## src/rtl/encrypt_pkg.sv

```systemverilog
// Shared constants and types for the shift-cipher pipe stages.
package encrypt_pkg;

    localparam int unsigned ALPHA_LEN        = 26;
    localparam logic [7:0]  ASCII_UPPER_BASE = 8'd65;
    localparam logic [7:0]  ASCII_LOW_BASE   = 8'd97;
    localparam logic [7:0]  ASCII_ERR        = 8'h3F;

    typedef logic [25:0] alpha_onehot_t;
    typedef logic [4:0]  alpha_idx_t;

endpackage

```

## src/rtl/encrypt_pipe_shift_rot_if.sv

```systemverilog
// Data bus between the compare stage and the shift/rotate stage.
interface encrypt_pipe_shift_rot_if;

    logic        en;
    logic        is_alpha_upper_case;
    logic        is_alpha_low_case;
    logic [31:0] extended_shift_data;
    logic        en_out;
    logic [7:0]  dout;
    logic        onehot_err_out;

    modport master (
        output en, is_alpha_upper_case, is_alpha_low_case, extended_shift_data,
        input  en_out, dout, onehot_err_out
    );

    modport slave (
        input  en, is_alpha_upper_case, is_alpha_low_case, extended_shift_data,
        output en_out, dout, onehot_err_out
    );

endinterface

```

## src/rtl/onehot26_encode.sv

```systemverilog
// Combinational 26-bit one-hot to index encoder; valid_out means exactly one bit set.
module onehot26_encode
    import encrypt_pkg::*;
(
    input  alpha_onehot_t oh_in,
    output alpha_idx_t    idx_out,
    output logic          valid_out
);

    always_comb begin
        idx_out = '0;
        for (int unsigned i = 0; i < ALPHA_LEN; i++) begin
            if (oh_in[i]) begin
                idx_out = idx_out | alpha_idx_t'(i);
            end
        end
        valid_out = (oh_in != '0) && ((oh_in & (oh_in - 26'd1)) == '0);
    end

endmodule

```

## src/rtl/encrypt_pipe_shift_rot.sv

```systemverilog
// Shift-cipher rotor stage: rotates the one-hot alphabet position and re-encodes to ASCII.
// Optional ENCRYPT_ROT_STATS_EN adds a saturating alpha_count_out.
module encrypt_pipe_shift_rot #(
    parameter int unsigned ALPHA_LEN = 26,
    parameter int unsigned OFS_W     = 5
) (
    input  logic                     clk,
    input  logic                     rst,
    encrypt_pipe_shift_rot_if.slave  bus,
    input  logic [2:0]               shift_amt,
    input  logic [2:0]               rot_freq,
    input  logic                     cfg_load,
    input  logic                     decrypt,
    output logic [OFS_W-1:0]         rot_offset_out
`ifdef ENCRYPT_ROT_STATS_EN
    ,
    output logic [15:0]              alpha_count_out
`endif
);

    import encrypt_pkg::ASCII_UPPER_BASE;
    import encrypt_pkg::ASCII_LOW_BASE;
    import encrypt_pkg::ASCII_ERR;
    import encrypt_pkg::alpha_onehot_t;
    import encrypt_pkg::alpha_idx_t;

    logic             en_out_q, en_out_d;
    logic [7:0]       dout_q, dout_d;
    logic             err_q, err_d;
    logic [OFS_W-1:0] offset_q, offset_d;
    logic [2:0]       cnt_q, cnt_d;

    alpha_onehot_t          in_oh, rot_oh;
    logic [2*ALPHA_LEN-1:0] dbl_fwd, dbl_bwd;
    alpha_idx_t             rot_idx;
    logic                   rot_valid;
    logic                   is_alpha;
    logic [7:0]             ascii_base;
    logic [OFS_W:0]         ofs_sum;
    logic [OFS_W:0]         ofs_wrap;
    logic                   unused_data_hi;

    assign unused_data_hi = ^bus.extended_shift_data[31:ALPHA_LEN];

    // Rotation within ALPHA_LEN bits via a doubled vector: the wrapped bits land in the kept window.
    always_comb begin
        in_oh   = bus.extended_shift_data[ALPHA_LEN-1:0];
        dbl_fwd = {in_oh, in_oh} << offset_q;
        dbl_bwd = {in_oh, in_oh} >> offset_q;
        rot_oh  = decrypt ? dbl_bwd[ALPHA_LEN-1:0] : dbl_fwd[2*ALPHA_LEN-1:ALPHA_LEN];
    end

    onehot26_encode u_encode (
        .oh_in     (rot_oh),
        .idx_out   (rot_idx),
        .valid_out (rot_valid)
    );

    always_comb begin
        is_alpha   = bus.en && (bus.is_alpha_upper_case || bus.is_alpha_low_case);
        ascii_base = bus.is_alpha_upper_case ? ASCII_UPPER_BASE : ASCII_LOW_BASE;

        en_out_d = bus.en;
        dout_d   = dout_q;
        err_d    = err_q;
        if (bus.en) begin
            err_d = 1'b0;
            if (!is_alpha) begin
                dout_d = bus.extended_shift_data[7:0];
            end else if (!rot_valid) begin
                dout_d = ASCII_ERR;
                err_d  = 1'b1;
            end else begin
                dout_d = ascii_base + {3'b000, rot_idx};
            end
        end
    end

    // Offset plus step never exceeds 2*ALPHA_LEN, so one conditional subtract is the modulo.
    always_comb begin
        ofs_sum  = {1'b0, offset_q} + {{(OFS_W-2){1'b0}}, shift_amt};
        ofs_wrap = (ofs_sum >= (OFS_W+1)'(ALPHA_LEN)) ? ofs_sum - (OFS_W+1)'(ALPHA_LEN) : ofs_sum;

        offset_d = offset_q;
        cnt_d    = cnt_q;
        if (cfg_load) begin
            offset_d = OFS_W'(shift_amt);
            cnt_d    = '0;
        end else if (is_alpha) begin
            if (rot_freq == 3'd0) begin
                cnt_d = '0;
            end else if (cnt_q == rot_freq - 3'd1) begin
                cnt_d    = '0;
                offset_d = ofs_wrap[OFS_W-1:0];
            end else begin
                cnt_d = cnt_q + 3'd1;
            end
        end
    end

    always_ff @(posedge clk) begin
        if (rst) begin
            en_out_q <= 1'b0;
            dout_q   <= '0;
            err_q    <= 1'b0;
            offset_q <= '0;
            cnt_q    <= '0;
        end else begin
            en_out_q <= en_out_d;
            dout_q   <= dout_d;
            err_q    <= err_d;
            offset_q <= offset_d;
            cnt_q    <= cnt_d;
        end
    end

    assign bus.en_out         = en_out_q;
    assign bus.dout           = dout_q;
    assign bus.onehot_err_out = err_q;
    assign rot_offset_out     = offset_q;

`ifdef ENCRYPT_ROT_STATS_EN
    logic [15:0] alpha_cnt_q, alpha_cnt_d;

    always_comb begin
        alpha_cnt_d = alpha_cnt_q;
        if (cfg_load) begin
            alpha_cnt_d = '0;
        end else if (is_alpha && (alpha_cnt_q != '1)) begin
            alpha_cnt_d = alpha_cnt_q + 16'd1;
        end
    end

    always_ff @(posedge clk) begin
        if (rst) begin
            alpha_cnt_q <= '0;
        end else begin
            alpha_cnt_q <= alpha_cnt_d;
        end
    end

    assign alpha_count_out = alpha_cnt_q;
`endif

endmodule

```

## src/flat_wrapper.sv

```systemverilog
// flat-port wrapper written by rule: the top's interface ports become plain ports
module encrypt_pipe_shift_rot_flat import encrypt_pkg::ASCII_UPPER_BASE; import encrypt_pkg::ASCII_LOW_BASE; import encrypt_pkg::ASCII_ERR; import encrypt_pkg::alpha_onehot_t; import encrypt_pkg::alpha_idx_t;
#(
    parameter int unsigned ALPHA_LEN = 26,
    parameter int unsigned OFS_W     = 5
)
  (clk, rst, shift_amt, rot_freq, cfg_load, decrypt, rot_offset_out, bus_en, bus_is_alpha_upper_case, bus_is_alpha_low_case, bus_extended_shift_data, bus_en_out, bus_dout, bus_onehot_err_out);
  encrypt_pipe_shift_rot_if bus_i ();
  input  logic clk;
  input  logic rst;
  input  logic [2:0] shift_amt;
  input  logic [2:0] rot_freq;
  input  logic cfg_load;
  input  logic decrypt;
  output logic [OFS_W-1:0] rot_offset_out;
  input wire logic [$bits(bus_i.en)-1:0] bus_en;
  input wire logic [$bits(bus_i.is_alpha_upper_case)-1:0] bus_is_alpha_upper_case;
  input wire logic [$bits(bus_i.is_alpha_low_case)-1:0] bus_is_alpha_low_case;
  input wire logic [$bits(bus_i.extended_shift_data)-1:0] bus_extended_shift_data;
  output wire logic [$bits(bus_i.en_out)-1:0] bus_en_out;
  output wire logic [$bits(bus_i.dout)-1:0] bus_dout;
  output wire logic [$bits(bus_i.onehot_err_out)-1:0] bus_onehot_err_out;
  assign bus_i.en = bus_en;
  assign bus_i.is_alpha_upper_case = bus_is_alpha_upper_case;
  assign bus_i.is_alpha_low_case = bus_is_alpha_low_case;
  assign bus_i.extended_shift_data = bus_extended_shift_data;
  assign bus_en_out = bus_i.en_out;
  assign bus_dout = bus_i.dout;
  assign bus_onehot_err_out = bus_i.onehot_err_out;
  encrypt_pipe_shift_rot #(.ALPHA_LEN(ALPHA_LEN), .OFS_W(OFS_W)) u_core (.clk(clk), .rst(rst), .bus(bus_i), .shift_amt(shift_amt), .rot_freq(rot_freq), .cfg_load(cfg_load), .decrypt(decrypt), .rot_offset_out(rot_offset_out));
endmodule
```

## config.mk

```make
export PLATFORM = sky130hd
export DESIGN_NAME = encrypt_pipe_shift_rot_flat
export DESIGN_NICKNAME = d
export VERILOG_FILES = /design/src/rtl/encrypt_pkg.sv /design/src/rtl/encrypt_pipe_shift_rot_if.sv /design/src/rtl/onehot26_encode.sv /design/src/rtl/encrypt_pipe_shift_rot.sv /design/src/flat_wrapper.sv
export SDC_FILE = /design/constraint.sdc
export NUM_CORES = 1
export LEC_CHECK = 0
export BUFFER_PORTS_ARGS = -buffer_cell sky130_fd_sc_hd__buf_2
export CORE_ASPECT_RATIO = 1.2
export CORE_MARGIN = 4
export CORE_UTILIZATION = 27
export DETAILED_ROUTE_END_ITERATION = 8
export SETUP_SLACK_MARGIN = 0.15
export SLEW_MARGIN = 20
export SYNTH_ARGS = -nofsm -noshare
export SYNTH_HDL_FRONTEND = slang
export SYNTH_HIERARCHICAL = 1
export SYNTH_SLANG_ARGS = --single-unit
```

## constraint.sdc

```tcl
create_clock -name clk -period 4.5 [get_ports clk]
set_input_delay 0.9 -clock clk [delete_from_list [all_inputs] [get_ports clk]]
set_output_delay 0.9 -clock clk [all_outputs]
set_load 0.02 [all_outputs]
```

---- Word-level counts from Yosys, hierarchy flattened ----
Index checks and enable logic that the tools add are counted.
cells by class
  add/sub/neg operators ................... 6
  $lt $le $gt $ge ......................... 1
  equality and inequality tests ........... 2
  shift operators ......................... 2
  muxes and demuxes ....................... 57
  bitwise gates (word level) .............. 1
  reductions and logical operators ........ 10
operators with widths
  cell                     number
  $mux W5                  20
  $shl A52 B5 Y52          1
  $shr A52 B5 Y26          1
  $mux W3                  14
  $mux W8                  5
  $mux W4                  8
  $and A26 B26 Y26         1
  $logic_not A26 Y1        1
  $mux W26                 1
  $reduce_bool A26 Y1      1
  $sub A26 B1 Y26 const B  1
  $add A8 B5 Y8            1
  $add A5 B3 Y6            1
  $ge A6 B5 Y1 const B     1
  $mux W1                  6
  $mux W6                  1
  $sub A5 B5 Y5 const B    1
  $mux W2                  2
  $reduce_bool A2 Y1       2
  $add A3 B1 Y3 const B    1
  $eq A3 B3 Y1             1
  $logic_not A3 Y1         1
  $reduce_and A3 Y1        1
  $sub A3 B1 Y3 const B    1
  other kinds (4)          5
word-level totals
  flip-flop bits (word level) ............. 18
  logic and storage cells ................. 85

---- Longest topological paths before layout ----
Gate-level depths: netlist (run 1).
  depth in word-level cells ............... 33
  depth in mapped cells ................... 20

---- By module ----
Netlist (run 1), hierarchy kept.
by module, submodules not included
  module                  instances  cells each  area an instance (um^2)  seq. area each (um^2)
  encrypt_pipe_shift_rot  1          564         4902.2                   360.3
  onehot26_encode         1          62          417.9                    0.0

---- Worst setup path before layout (run 1) ----
OpenSTA, ideal clock, no wires.
  path kind ............................... input-to-reg
  start ................................... input decrypt
  end ..................................... register u_core.dout_q[5] (netlist: u_core/bus.dout[5])
  setup time .............................. 132 ps
  arrival ................................. 4384 ps
  required time ........................... 4368 ps
  path slack .............................. -16 ps
  stages .................................. 17
  buffers on the path ..................... 5
  cell sequence ........................... buf_2 clkbuf_1 clkbuf_1 clkbuf_1 nand2_1 a32oi_1 o31ai_1 nor4_4 nand4_2 or3_1 a22oi_1 o2111ai_1 nor4_2 clkbuf_1 a31oi_1 o221ai_1 a21oi_1
RTL lines
  item                     RTL line                       RTL
  from (decl)              flat_wrapper.sv:14             input logic decrypt;
  $mux W26 (*)             encrypt_pipe_shift_rot.sv:50   rot_oh = decrypt ? dbl_bwd[ALPHA_LEN-1:0] : dbl_fwd[2*ALPHA_LEN-1:ALPHA_LEN];
  via u_core.rot_oh[13]    encrypt_pipe_shift_rot.sv:33   alpha_onehot_t in_oh, rot_oh;
  $sub A26 B1 Y26          onehot26_encode.sv:17          valid_out = (oh_in != '0) && ((oh_in & (oh_in - 26'd1)) == '0);
  $and A26 B26 Y26         onehot26_encode.sv:17
  $logic_not A26 Y1        onehot26_encode.sv:17
  $logic_and A1 B1 Y1 (*)  onehot26_encode.sv:17
  via u_core.rot_valid     encrypt_pipe_shift_rot.sv:36   logic rot_valid;
  $mux W8 (*)              encrypt_pipe_shift_rot.sv:70   end else if (!rot_valid) begin
  $mux W8 (*)              encrypt_pipe_shift_rot.sv:68   if (!is_alpha) begin
  $mux W8 (*)              encrypt_pipe_shift_rot.sv:66   if (bus.en) begin
  $mux W8 (*)              encrypt_pipe_shift_rot.sv:68
  $mux W8 (*)              encrypt_pipe_shift_rot.sv:66
  to (signal assigned)     encrypt_pipe_shift_rot.sv:110  dout_q <= dout_d;
  to (decl)                encrypt_pipe_shift_rot.sv:28   logic [7:0] dout_q, dout_d;
The timed path passes the listed nets; every way through them passes the cells marked *. The select of a mux whose other input is x is not followed.
A chain may end at the register's enable or synchronous reset.

---- Worst setup path in the final report (run 1) ----
  start ................................... input bus_extended_shift_data[20]
  end ..................................... register u_core.err_q (netlist: u_core/bus.onehot_err_out)
on the way
  word-level cells in the longest chain between the ends .. 11
ends and longest elaborated chain
  item                                                       RTL line                                                    RTL
  from (decl)                                                flat_wrapper.sv:19                                          input wire logic [$bits(bus_i.extended_shift_data)-1:0] bus_extended_shift_data;
  $shl A52 B5 Y52 / $shr A52 B5 Y26 (equally long branches)  encrypt_pipe_shift_rot.sv:48, encrypt_pipe_shift_rot.sv:49
  $mux W26 (*)                                               encrypt_pipe_shift_rot.sv:50
  via u_core.rot_oh[15]                                      encrypt_pipe_shift_rot.sv:33
  $sub A26 B1 Y26                                            onehot26_encode.sv:17
  $and A26 B26 Y26                                           onehot26_encode.sv:17
  $logic_not A26 Y1                                          onehot26_encode.sv:17
  $logic_and A1 B1 Y1 (*)                                    onehot26_encode.sv:17
  via u_core.rot_valid                                       encrypt_pipe_shift_rot.sv:36
  $mux W1 (*)                                                encrypt_pipe_shift_rot.sv:70
  $mux W1 (*)                                                encrypt_pipe_shift_rot.sv:68
  $mux W1 (*)                                                encrypt_pipe_shift_rot.sv:66
  $mux W1 (*)                                                encrypt_pipe_shift_rot.sv:68
  $mux W1 (*)                                                encrypt_pipe_shift_rot.sv:66
  to (signal assigned)                                       encrypt_pipe_shift_rot.sv:111                               err_q <= err_d;
  to (decl)                                                  encrypt_pipe_shift_rot.sv:29                                logic err_q, err_d;
Marks and branches as above.

==> results of run 1 <==
[path summary, 6_finish.rpt]
| check | slack, ns | endpoint |
|---|---|---|
| worst max-delay path | 0.03 | u_core/bus.onehot_err_out |
| worst min-delay path | 0.46 | u_core/bus.dout[0] |
| worst max register to register | 0.10 | u_core/bus.onehot_err_out |
| worst min register to register | 0.46 | u_core/bus.dout[0] |
[Yosys cell counts, types with 9 or more instances]
library cell               count  area share [%]
sky130_fd_sc_hd__nand3_1      19             1.8
sky130_fd_sc_hd__o211ai_1      9             1.3
sky130_fd_sc_hd__o21ai_0      21             2.0
sky130_fd_sc_hd__clkbuf_1     35             2.5
sky130_fd_sc_hd__buf_2        12             1.1
sky130_fd_sc_hd__a21oi_1      34             3.2
sky130_fd_sc_hd__inv_1        13            0.92
sky130_fd_sc_hd__nand2_1      63             4.4
sky130_fd_sc_hd__mux2_2       14             3.0
sky130_fd_sc_hd__nor2_1       50             3.5
sky130_fd_sc_hd__mux4_2       58              25
sky130_fd_sc_hd__a22oi_1      16             2.3
sky130_fd_sc_hd__dfxtp_1      18             6.8
sky130_fd_sc_hd__nor3_1       18             1.7
sky130_fd_sc_hd__mux2i_1      45             8.5
sky130_fd_sc_hd__o22ai_1      11             1.3
[repair_timing]
item / CTS / global route
setup buffers: 3 / 14
cloned: 0 / 0
setup endpoints to repair: 6 / 9
gates resized for setup: 12 / 110
pin swaps: 5 / 23
hold buffers: 0 / 0
[logic make-up after synthesis]
| family | synth area share, % |
|---|---|
| mux | 37.44 |
| flops | 6.773 |
| buf+inv | 7.314 |
| xor+xnor | 1.482 |
| compound gates | 24.13 |
| simple gates | 20.41 |
| fa+ha+maj | 2.446 |
[where the power goes]
group | internal, mW | switching (mW)
clock network | 0.135 | 0.0607
logic | 0.511 | 0.513
registers | 0.167 | 0.0130
total | 0.813 | 0.586
[per-stage QoR]
step	hold WS [ns]	cells	util, %	total power, mW
after floorplan	0.5375	626	-	0.7007
after global placement	0.4488	1051	35.96	1.091
after detailed placement	0.4579	1051	35.96	1.096
after CTS	0.4647	1058	36.77	1.306
after global routing	0.4938	1072	39.31	1.472
final	0.4606	1072	39.31	1.400
[worst min-delay path: cells and delay by family, from the launching register on]
family	cells	cell delay, ns
simple gates	1	0.06
flops	1	0.30
compound gates	1	0.05
[state kept, by name, summed over array words and instances (netlist names)]
register                   flops
u_core/bus.onehot_err_out      1
u_core/bus.en_out              1
u_core/bus.dout                8
u_core/rot_offset_out          5
u_core/cnt_q                   3
[area by class of cell]
class / count / area, sq um
clock buffers: 4 / 88.84
repair buffers: 244 / 1954
well taps: 261 / 326.6
multi-input cells: 531 / 4867
flip-flops and latches: 18 / 367.9
fillers: 2059 / 11820
inverters: 14 / 52.55
[metal layers]
layer  vias to the layer above  GRT usage (%)  routed length, um
met1                      3048          23.75               8618
met5                         -              0                  0
met3                        83          1.766               1233
li1                       2871              -                  -
met2                       287          33.48              11030
met4                         0          6.554                968
==> impl.org, run 1 <==
** Synthesis
- Number of cells produced by synthesis :: 626
- After synthesis, the share of flip-flops with an asynchronous set or reset is 0%.
- The number of nets in the synthesized netlist is 680.
- In this run, synthesis inferred 0 flip-flops with an integrated enable.
- In this run the mean area of a mapped cell was 8.499 sq um.
- Number of different library cells in the post-synthesis netlist :: 83
- For this run, the number of Yosys warnings is 6.
- Post-synth design cell area :: 5320 sq um
- Sequential fraction of the synthesis area :: 6.773%
- In this run, synthesis produced a sequential element count of 18.
- Ys flop type :: sky130_fd_sc_hd__dfxtp_1

** Finish
- Final antenna diode count :: 0
- Leaving out fill and tap cells, the most frequent cells in the layout are sky130_fd_sc_hd__buf_4, sky130_fd_sc_hd__nand2_1, sky130_fd_sc_hd__mux4_2.
- Of the cells placed in the final design, the portion with a size suffix greater than 1 is 47.72%.
- For this run, the post-layout net count is 866.
- The finished cells cover 7657 sq um.
- Area Growth Syn to Fin :: 43.93%
- Leaving out fill and tap cells, the most frequent cell in the layout is sky130_fd_sc_hd__buf_4.

** Setup path
- STA classifies the critical path startpoint as a primary input.
- For the worst setup path, the data required time is 4.62 ns.
- Startpoint of the most critical setup path :: bus_extended_shift_data[20]
- The worst setup path is captured at a flop.
- Data on the critical path arrives at its endpoint at 4.59 ns.
- Measured in cells, the most critical reg-to-reg path has a length of 17.
- In this design, the stage delay of the slowest critical-path cell is 0.51 ns.
- The worst setup path is of the primary input to flop kind.
- Slowest cell on crit path :: sky130_fd_sc_hd__mux4_2
- Among cell families on the critical path, the largest total delay comes from simple AND/OR/NAND/NOR gates.
- Levels on crit path :: 17
- Buf+Inv Stages, Crit Path :: 3
- R2r startpoint :: u_core/rot_offset_out[0]
- Cells along the critical path :: buf_2, mux4_2, mux2_4, a22o_1, or3_1, o31a_1, nor4_4, nand4_4, or3_4, a22oi_2, o2111ai_2, nor4_2, buf_4, buf_4, nor2_1, a21oi_1, nor2_1
- Of all nets on the critical path, the largest fanout is 8.

** Floorplanning
- The floorplan step set the die height to 161.8 um.
- Initial Utilization :: 27.31%
- Pin placement for this block handled 60 I/O pins.
- The core region is 19480 sq um.
- The die is 136.1 um wide.
- Num rows :: 56
- The floorplan step defined a die boundary enclosing 22020 sq um.

** STA
- Total count of hold-check failures in the final report :: 0
- Max-slew violation count :: 0
- After layout, the worst setup slack is 0.03493 ns.
- Setup repair after global routing could not meet its margin everywhere.
- The worst path in the final design needs a cycle of 4.465 ns, including I/O delays and setup.
- Final worst clock skew :: 0.001477 ns
- Based on the critical path, the design can be clocked at up to 0.2240 GHz.
- Final cycle utilization of the critical path :: 99.22%
- At the pin with the least slew margin, the transition time is 0.7704 ns.
- After routing, the total negative slack on setup checks comes to 0 ns.
- Slew margin rel. :: 48.48%
- Number of failing setup endpoints in the final timing report :: 0

** Routing
- Across all layers, the routed design uses 6289 vias.
- For this block, the initial DRC count from the detailed router was 494.
- The pre-antenna-repair detailed-routing pass consisted of 5 iterations.
- In the final routed layout, each cell accounts on average for 20.38 um.
- In this run the remaining antenna-violating nets after routing total 0.
- After detailed routing, the number of remaining DRC violations is 0.
- Vias/cell :: 5.867
- DRT Wirelength :: 21850 um

** Worst hold path
- Along the worst hold path, the cell count comes to 2.
- The path class of the tightest hold or removal check is flop to flop.
- The startpoint identified for the worst hold timing path is u_core/bus.dout[0].

** Clock tree
- In this run, CTS created clock tree buffers numbering 3.
- TritonCTS clock tree :: yes
- For this design, the sink count on the clock tree is 18.
- Root buffer cell :: sky130_fd_sc_hd__clkbuf_16
- In this run the number of H-tree levels came out at 1.
- Clock-pin slew was measured on the worst setup and hold paths at 0.05 ns.
- Clock buffer depth :: 2
- The later pin in the worst-skew pair is clocked with a latency of 0.25 ns.

** Place
- Pre-CTS setup slack :: -0.1845 ns
- Routability-driven placement congestion ratio :: 0.9931
- Detailed placement ended at an HPWL of 17360 um.
- Area post-placement :: 7005 sq um
- Number of input and output port buffers inserted :: 53

** GRT
- Pin count of the biggest net entering global routing :: 40
- The number of global-route vias before repair is 6046.
- Total overflow reported by the global router :: 0
- Total routing resource utilization after global routing :: 18.87%
- Wire length of the first global-routing pass :: 33490 um
- Number of antenna violations at the first check in global routing :: 0

** Status
- The run finished with clean final reports.

** Power
- VDD sags by at most 0.0001341 V.
- Power spread over the standard cell area amounts to 182.8 nW/um^2.
- Static leakage :: 3.030 nW

** Run
- Max capacitance violation total :: 0
Note: power is estimated with default switching activity, not from simulation.
==> run 2, diff against run 1 <==
Settings changed: SETUP_SLACK_MARGIN 0.15 to unset.
==> run 2 against run 1 <==
Compared with the run above:
- the flow now finishes with violations (setup timing)
- flip-flop and latch count is the same
- design area decreased by 4.7%
- total power down 4.1%
- first-iteration DRC count rose by 33%
- sequential power barely moved
- non-clock buffer count shrank 23
- sequential share of layout area rose by 0.24 points
==> impl.org, run 2 (synthesized netlist as in run 1, its figures left out) <==
** Status
- Result of the run :: finished, violations left (was finished, final reports clean)
- The checks that failed: setup timing.

** Setup path
- Critical path peak fanout :: 8 (unchanged)
- The launching element of the worst setup path is bus_extended_shift_data[0] (was bus_extended_shift_data[20]).
- Peak per-stage delay on the critical path :: 0.54 ns (was 0.51 ns)
- The number of logic stages on the critical path including buffering was 17 (unchanged).
- Buf+Inv Stages, Crit Path :: 3 (unchanged)
- Cells along the critical path: buf_2, buf_4, mux4_2, mux2i_4, and2_1, o21ai_2, a31o_1, nor4_4, nand3_1, or4_4, a221oi_2, a21oi_1, nor4_2, buf_4, a31oi_4, o221ai_2, a21oi_1 (was buf_2, mux4_2, mux2_4, a22o_1, or3_1, o31a_1, nor4_4, nand4_4, or3_4, a22oi_2, o2111ai_2, nor4_2, buf_4, buf_4, nor2_1, a21oi_1, nor2_1).
- The kind of end point of the critical path is a flop (unchanged).
- Endpoint arrival time on the critical path :: 4.71 ns (was 4.59 ns)
- The depth of the worst register-to-register path is 17 (unchanged).
- Critical path launch point type :: primary input (unchanged)
- The required arrival time at the worst endpoint was 4.62 ns (about the same).
- The source of the worst register-to-register timing path was u_core/rot_offset_out[1] (was u_core/rot_offset_out[0]).
- The critical setup path kind is primary input to flop (unchanged).
- The standard cell with the maximum stage delay on the critical path is sky130_fd_sc_hd__mux4_2 (unchanged).
- The family with the most delay on the worst path is simple AND/OR/NAND/NOR gates (unchanged).

** Finish
- Most common cell after layout, fill and taps aside :: sky130_fd_sc_hd__buf_4 (unchanged)
- Number of flip-flops under the largest register name :: 8 (unchanged)
- Area Growth Syn to Fin :: 37.21% (was 43.93%)
- The core utilization of the finished layout was 37.47% (was 39.31%).
- Final antenna diode count :: 0 (unchanged)
- Number of filler instances in the final layout :: 2076 (was 2059)
- Most used cells in the layout excluding fill and tap cells :: sky130_fd_sc_hd__buf_4, sky130_fd_sc_hd__nand2_1, sky130_fd_sc_hd__mux4_2 (unchanged)
- The final instance area came to 7300 sq um (was 7657 sq um).
- The share of post-route cells with drive strength above 1 was 44.80% (was 47.72%).
- # nets final :: 843 (was 866)

** GRT
- Number of global-route vias before repair :: 5844 (was 6046)
- The residual overflow from global routing was 0 (unchanged).
- Pin count of the biggest net entering global routing :: 43 (was 40)
- Wire length of the first global-routing pass :: 32020 um (was 33490 um)
- The global-route usage over all layers was 18.15% (was 18.87%).
- Number of antenna violations at the first check in global routing :: 0 (unchanged)

** Power
- Max rail drop VDD :: 0.0001183 V (was 0.0001341 V)
- Total power density per cell area :: 183.9 nW/um^2 (was 182.8 nW/um^2)
- Static leakage :: 2.878 nW (was 3.030 nW)
- The overall power consumption came to 1.342 mW (was 1.400 mW).

** STA
- The post-route clock skew is 0.002015 ns (was 0.001477 ns).
- The actual transition at the worst max-transition pin came to 0.7736 ns (was 0.7704 ns).
- Crit path time final :: 4.588 ns (was 4.465 ns)
- The final count of hold timing violations was 0 (unchanged).
- Max-slew violation count :: 0 (unchanged)
- Final cycle utilization of the critical path :: 102.0% (was 99.22%)
- Final worst setup slack :: -0.08802 ns (was 0.03493 ns)
- Setup repair after global routing missed its margin: yes (unchanged).
- Slew margin rel. :: 48.37% (was 48.48%)
- The post-route worst hold slack was 0.4615 ns (was 0.4606 ns).
- The count of endpoints failing setup in the final report came to 7 (was 0).
- Peak clock frequency supported by timing :: 0.2180 GHz (was 0.2240 GHz)

** Clock tree
- The total clock buffers created by CTS is 3 (unchanged).
- The buffer levels on the longest clock path came to 2 (unchanged).
- Insertion delay to the later sink of the worst-skew pair :: 0.25 ns (about the same)
- Number of hold buffers added after CTS :: 0 (unchanged)
- Root buffer cell :: sky130_fd_sc_hd__clkbuf_16 (unchanged)
- TritonCTS clock tree :: yes (unchanged)
- The number of sinks driven by the clock tree was 18 (unchanged).
- The deepest level of the CTS H-tree came to 1 (unchanged).
- The clock-pin slew of the registers on the worst-case setup and hold paths came to 0.05 ns (about the same).

** Floorplanning
- The site row count is 56 (unchanged).
- Die area :: 22020 sq um (unchanged)
- Number of ports placed on the die boundary :: 60 (unchanged)
- Initial Utilization :: 27.31% (unchanged)
- Width of the chip :: 136.1 um (unchanged)
- Core Box Area :: 19480 sq um (unchanged)
- The y dimension of the die is 161.8 um (unchanged).

** Place
- Number of input and output port buffers inserted :: 53 (unchanged)
- DP Wirelength :: 16920 um (was 17360 um)
- Routability-driven placement congestion ratio :: 0.9758 (was 0.9931)
- Area post-placement :: 6759 sq um (was 7005 sq um)

** Routing
- The vias per cell came to 5.935 (was 5.867).
- The sum of routed wire length over all layers was 21040 um (was 21850 um).
- The detailed-route via count is 6226 (was 6289).
- Antenna-violating nets left :: 0 (unchanged)
- Routed length per instance :: 20.05 um (was 20.38 um)
- Post-detailed-route DRC marker count :: 0 (unchanged)
- Detailed Route Iter0 Violations :: 658 (was 494)
- Drt pass-1 iters :: 6 (was 5)

** Run
- The number of max-capacitance violations reported was 0 (unchanged).

** Worst hold path
- The startpoint of the worst hold path is u_core/bus.dout[2] (was u_core/bus.dout[0]).
- Classification of the worst-slack hold path :: flop to flop (unchanged)
- The number of instances on the worst hold path came to 2 (unchanged).
## run 2: what timing repair did
item / CTS / global route
endpoints found under the setup margin: 0 / 9
hold endpoints to repair: 0 / 0
resized for setup: 0 / 73
buffers inserted: 0 / 18
## run 2: path summary, 6_finish.rpt
check	to	slack, ns
hold / removal	u_core/bus.dout[2]	0.46
setup / recovery	u_core/bus.dout[5]	-0.09
setup reg to reg	u_core/bus.dout[5]	0.02
hold reg to reg	u_core/bus.dout[2]	0.46
## run 2: tightest hold or removal path: stages, from the launching register on
cell and delay, ns:
sky130_fd_sc_hd__dfxtp_1 0.30, sky130_fd_sc_hd__nand2_1 0.06, sky130_fd_sc_hd__a21oi_1 0.05
## run 2: through the flow
stage,std cells,worst slack [ns],TNS [ns]
6_report,1049,-0.08802,-0.2469
5_1_grt,1049,-0.2279,-1.528
4_1_cts,1031,0.005021,0
3_5_place_dp,1027,-0.2494,-1.568
3_3_place_gp,1027,-0.1917,-1.107
2_1_floorplan,626,0.08686,0
## run 2: area by class of cell
type                            instances  area [sq um]  area share [%]
Clock buffer                            4         88.84           1.217
Tap cell                              261         326.6           4.474
Timing Repair Buffer                  221          1639           22.45
Inverter                               14         52.55          0.7199
Multi-Input combinational cell        531          4825           66.10
Sequential cell                        18         367.9           5.039
## run 2: metal layers
metal,vias up,track usage [%],wire length [um],share of wire [%]
met5,-,0,0,0
met4,0,7.745,1099,5.2
met3,69,2.292,1327,6.3
met2,295,31.34,10370,49
met1,3030,22.61,8235,39
li1,2832,-,-,-
## run 2: power breakdown
part	internal (mW)	switching, mW
Clock	0.135	0.0625
Combinational	0.471	0.493
Sequential	0.167	0.0141
Total	0.773	0.569
==> run 3, diff against run 2 <==
Settings changed: GPL_TIMING_DRIVEN set to 0.
==> run 3 against run 2 <==
Compared with the run above:
- the flow now finishes without violations
- clock power about the same
- first-iteration DRC count down 13%
- sequential power down 4%
- sequential share of layout area up 0.21 points
- via count down 1.2%
- clock skew up 0.00062 ns
- flip-flop and latch count unchanged
- die area unchanged
- largest power group unchanged
- final cell count down 7.4%
- critical path depth unchanged
==> impl.org, run 3 (synthesized netlist as in run 1, its figures left out) <==
** Routing
- The first-iteration detailed-routing DRC count is 573 (was 658).
- The count of unresolved DRC violations after routing came to 0 (unchanged).
- DR vias :: 6152 (was 6226)
- The number of optimization iterations in the first detailed-route pass is 5 (was 6).
- Vias/cell :: 6.336 (was 5.935)
- The count of nets left with antenna violations after detail routing is 0 (unchanged).
- DRT Wirelength :: 23290 um (was 21040 um)
- The final routed wire length divided by cell count was 23.98 um (was 20.05 um).

** Finish
- Number of flip-flops under the largest register name :: 8 (unchanged)
- # nets final :: 765 (was 843)
- Final antenna diode count :: 0 (unchanged)
- Seq. cell area :: 362.8 sq um (was 367.9 sq um)
- The area growth from synthesis to layout came to 29.92% (was 37.21%).
- The combined area of the multi-input logic cells came to 5061 sq um (was 4825 sq um).
- The share of post-route cells with drive strength above 1 is 41.27% (was 44.80%).
- Most common cell after layout, fill and taps aside :: sky130_fd_sc_hd__nand2_1 (was sky130_fd_sc_hd__buf_4)
- Number of cells in the finished layout apart from fillers :: 971 (was 1049)
- Number of filler instances in the final layout :: 2055 (was 2076)
- Most used cells in the layout excluding fill and tap cells :: sky130_fd_sc_hd__nand2_1, sky130_fd_sc_hd__buf_2, sky130_fd_sc_hd__mux4_2 (was sky130_fd_sc_hd__buf_4, sky130_fd_sc_hd__nand2_1, sky130_fd_sc_hd__mux4_2)

** Power
- The maximum VDD drop came to 0.0001027 V (was 0.0001183 V).
- Total power density per cell area :: 185.7 nW/um^2 (was 183.9 nW/um^2)
- The leakage dissipation is 2.461 nW (was 2.878 nW).
- Overall power of the completed layout :: 1.284 mW (was 1.342 mW)

** Clock tree
- The clock root buffer master is sky130_fd_sc_hd__clkbuf_16 (unchanged).
- Clock-pin slew on the worst setup and hold paths :: 0.05 ns (about the same)
- The number of sinks driven by the clock tree came to 18 (unchanged).
- The deepest level of the CTS H-tree was 1 (unchanged).
- The TritonCTS clock tree is yes (unchanged).
- The total clock buffers created by CTS was 3 (unchanged).
- The source-to-sink clock delay at the later pin of the worst-skew pair is 0.25 ns (about the same).
- Clock buffer depth :: 2 (unchanged)

** Setup path
- Critical Path Most Common Cell :: sky130_fd_sc_hd__a21oi_1
- Buf+Inv Stages, Crit Path :: 3 (unchanged)
- The source of the worst register-to-register timing path was u_core/rot_offset_out[2] (was u_core/rot_offset_out[1]).
- The kind of end point of the critical path is a flop (unchanged).
- Cell type group with the largest total delay on the critical path :: simple AND/OR/NAND/NOR gates (unchanged)
- Critical path peak fanout :: 10 (was 8)
- Slowest cell on crit path :: sky130_fd_sc_hd__mux4_2 (unchanged)
- Critical path launch point type :: primary input (unchanged)
- The critical setup path kind was primary input to flop (unchanged).
- Peak per-stage delay on the critical path :: 0.49 ns (was 0.54 ns)
- R2R setup slack :: 0.11 ns (was 0.02 ns)
- The reg-to-reg critical path endpoint was u_core/bus.dout[5] (unchanged).
- Endpoint arrival time on the critical path :: 4.59 ns (was 4.71 ns)
- R2R cell count :: 17 (unchanged)
- Required time of the worst setup path :: 4.62 ns (about the same)
- Cells along the critical path :: buf_2, clkbuf_4, mux4_2, mux2_2, mux2i_2, or2_1, o311ai_4, nor4_4, nand3_1, or4_4, a221oi_2, a21oi_1, nor4_2, buf_4, a31oi_1, o221ai_1, a21oi_1 (was buf_2, buf_4, mux4_2, mux2i_4, and2_1, o21ai_2, a31o_1, nor4_4, nand3_1, or4_4, a221oi_2, a21oi_1, nor4_2, buf_4, a31oi_4, o221ai_2, a21oi_1)

** STA
- The count of endpoints failing setup in the final report is 0 (was 7).
- The final count of hold timing violations came to 0 (unchanged).
- Final worst clock skew :: 0.002634 ns (was 0.002015 ns)
- The final count of pins violating max slew is 0 (unchanged).
- The relative max-transition margin was 42.88% (was 48.37%).
- The post-route clock period utilization came to 99.40% (was 102.0%).
- The actual transition at the worst max-transition pin was 0.8503 ns (was 0.7736 ns).
- Min Hold Slack :: 0.4595 ns (was 0.4615 ns)
- Peak clock frequency supported by timing :: 0.2236 GHz (was 0.2180 GHz)
- Setup repair after global routing missed its margin: yes (unchanged).
- Crit path time final :: 4.473 ns (was 4.588 ns)

** GRT
- Number of antenna violations at the first check in global routing :: 0 (unchanged)
- Total overflow reported by the global router :: 0 (unchanged)
- The global-route usage over all layers came to 20.20% (was 18.15%).
- The wire length of the first global-routing pass is 34970 um (was 32020 um).
- The maximum number of pins on one net before global-route repair was 11 (was 43).
- Number of global-route vias before repair :: 5927 (was 5844)

** Worst hold path
- The endpoint with the worst hold slack is u_core/bus.dout[4] (was u_core/bus.dout[2]).
- Classification of the worst-slack hold path :: flop to flop (unchanged)
- Worst hold path depth :: 2 (unchanged)
- Origin of the worst min-delay path :: u_core/bus.dout[4] (was u_core/bus.dout[2])

** Place
- The sum of net half-perimeters after detailed placement was 18150 um (was 16920 um).
- The placer congestion estimate was 1.004 (was 0.9758).
- Number of input and output port buffers inserted :: 49 (was 53)
- The number of placed cells counting well taps was 936 (was 1027).

** Floorplanning
- Die area :: 22020 sq um (unchanged)
- The width of the die was 136.1 um (unchanged).
- The number of ports placed on the die boundary is 60 (unchanged).
- The y dimension of the die came to 161.8 um (unchanged).
- Core Box Area :: 19480 sq um (unchanged)
- The site row count was 56 (unchanged).
- Initial Utilization :: 27.31% (unchanged)

** Status
- Result of the run :: finished, final reports clean (was finished, violations left)

** Run
- The number of max-capacitance violations reported is 0 (unchanged).
-- run 3: cell count changes in the layout (fill, tap and decap cells not counted), moves of 4 or more --
cell,delta
sky130_fd_sc_hd__mux2i_4,+10
sky130_fd_sc_hd__buf_2,+12
sky130_fd_sc_hd__clkbuf_2,+6
sky130_fd_sc_hd__clkbuf_4,+4
sky130_fd_sc_hd__mux2i_2,+6
sky130_fd_sc_hd__mux2i_1,-16
sky130_fd_sc_hd__buf_8,+5
sky130_fd_sc_hd__clkbuf_1,+14
sky130_fd_sc_hd__o21ai_0,-5
sky130_fd_sc_hd__buf_4,-126
-- run 3: what timing repair did --
item,4_1_cts,5_1_grt
hold buffers,0,0
gates resized for setup,92,100
endpoints found under the setup margin,9,9
pin swaps,17,10
buffers inserted,17,15
-- run 3: worst max-delay path by stage --
stage	start	end	slack (ns)	cells past startpoint
3_3_place_gp	bus_extended_shift_data[4]	u_core/bus.dout[5]	-0.83	17
5_1_grt	bus_extended_shift_data[1]	u_core/bus.dout[5]	-0.16	17
2_1_floorplan	bus_extended_shift_data[22]	u_core/bus.dout[5]	0.09	16
4_1_cts	bus_extended_shift_data[25]	u_core/bus.dout[5]	0.001	17
3_5_place_dp	bus_extended_shift_data[4]	u_core/bus.dout[5]	-0.80	17
6_report	bus_extended_shift_data[1]	u_core/bus.dout[5]	0.03	17
-- run 3: worst reg2reg max path, delay by kind of cell (launching register included) --
family | cells | cell delay (ns)
AO/OA/AOI/OAI | 7 | 1.20
buffers and inverters | 5 | 1.23
flip-flops | 1 | 0.34
multiplexers | 1 | 0.32
AND/OR/NAND/NOR | 4 | 1.15
-- run 3: metal layers --
layer | up-vias | part of all wire (%) | global-route usage (%)
met4 | 0 | 7.0 | 11.23
met1 | 2956 | 38 | 25.00
met5 | - | 0 | 0
li1 | 2673 | - | -
met2 | 405 | 47 | 33.91
met3 | 118 | 7.5 | 2.385
-- run 3: final cells by class --
cell class | instances | share of cell area, %
Multi-Input combinational cell | 531 | 73.23
Buffer | 63 | 7.639
Timing Repair Buffer | 80 | 7.114
Tap cell | 261 | 4.725
Sequential cell | 18 | 5.250
Inverter | 14 | 0.7603
Clock buffer | 4 | 1.285
-- run 3: report_power, final --
group,internal [mW],switching [mW],total [mW]
registers,0.168,0.00584,0.174
clock network,0.135,0.0603,0.195
logic,0.393,0.522,0.914
total,0.696,0.588,1.28
-- run 3: per-stage QoR --
stage / setup slack, ns / cell area [sq um] / TNS (ns) / util [%]
finish: 0.02694 / 6912 / 0 / 35.48
CTS: 0.001369 / 6416 / 0 / 32.94
global placement: -0.8289 / 5894 / -6.638 / 30.26
global route: -0.1551 / 6912 / -0.5098 / 35.48
floorplan: 0.08686 / 5323 / 0 / -
detailed placement: -0.8023 / 5894 / -6.245 / 30.26
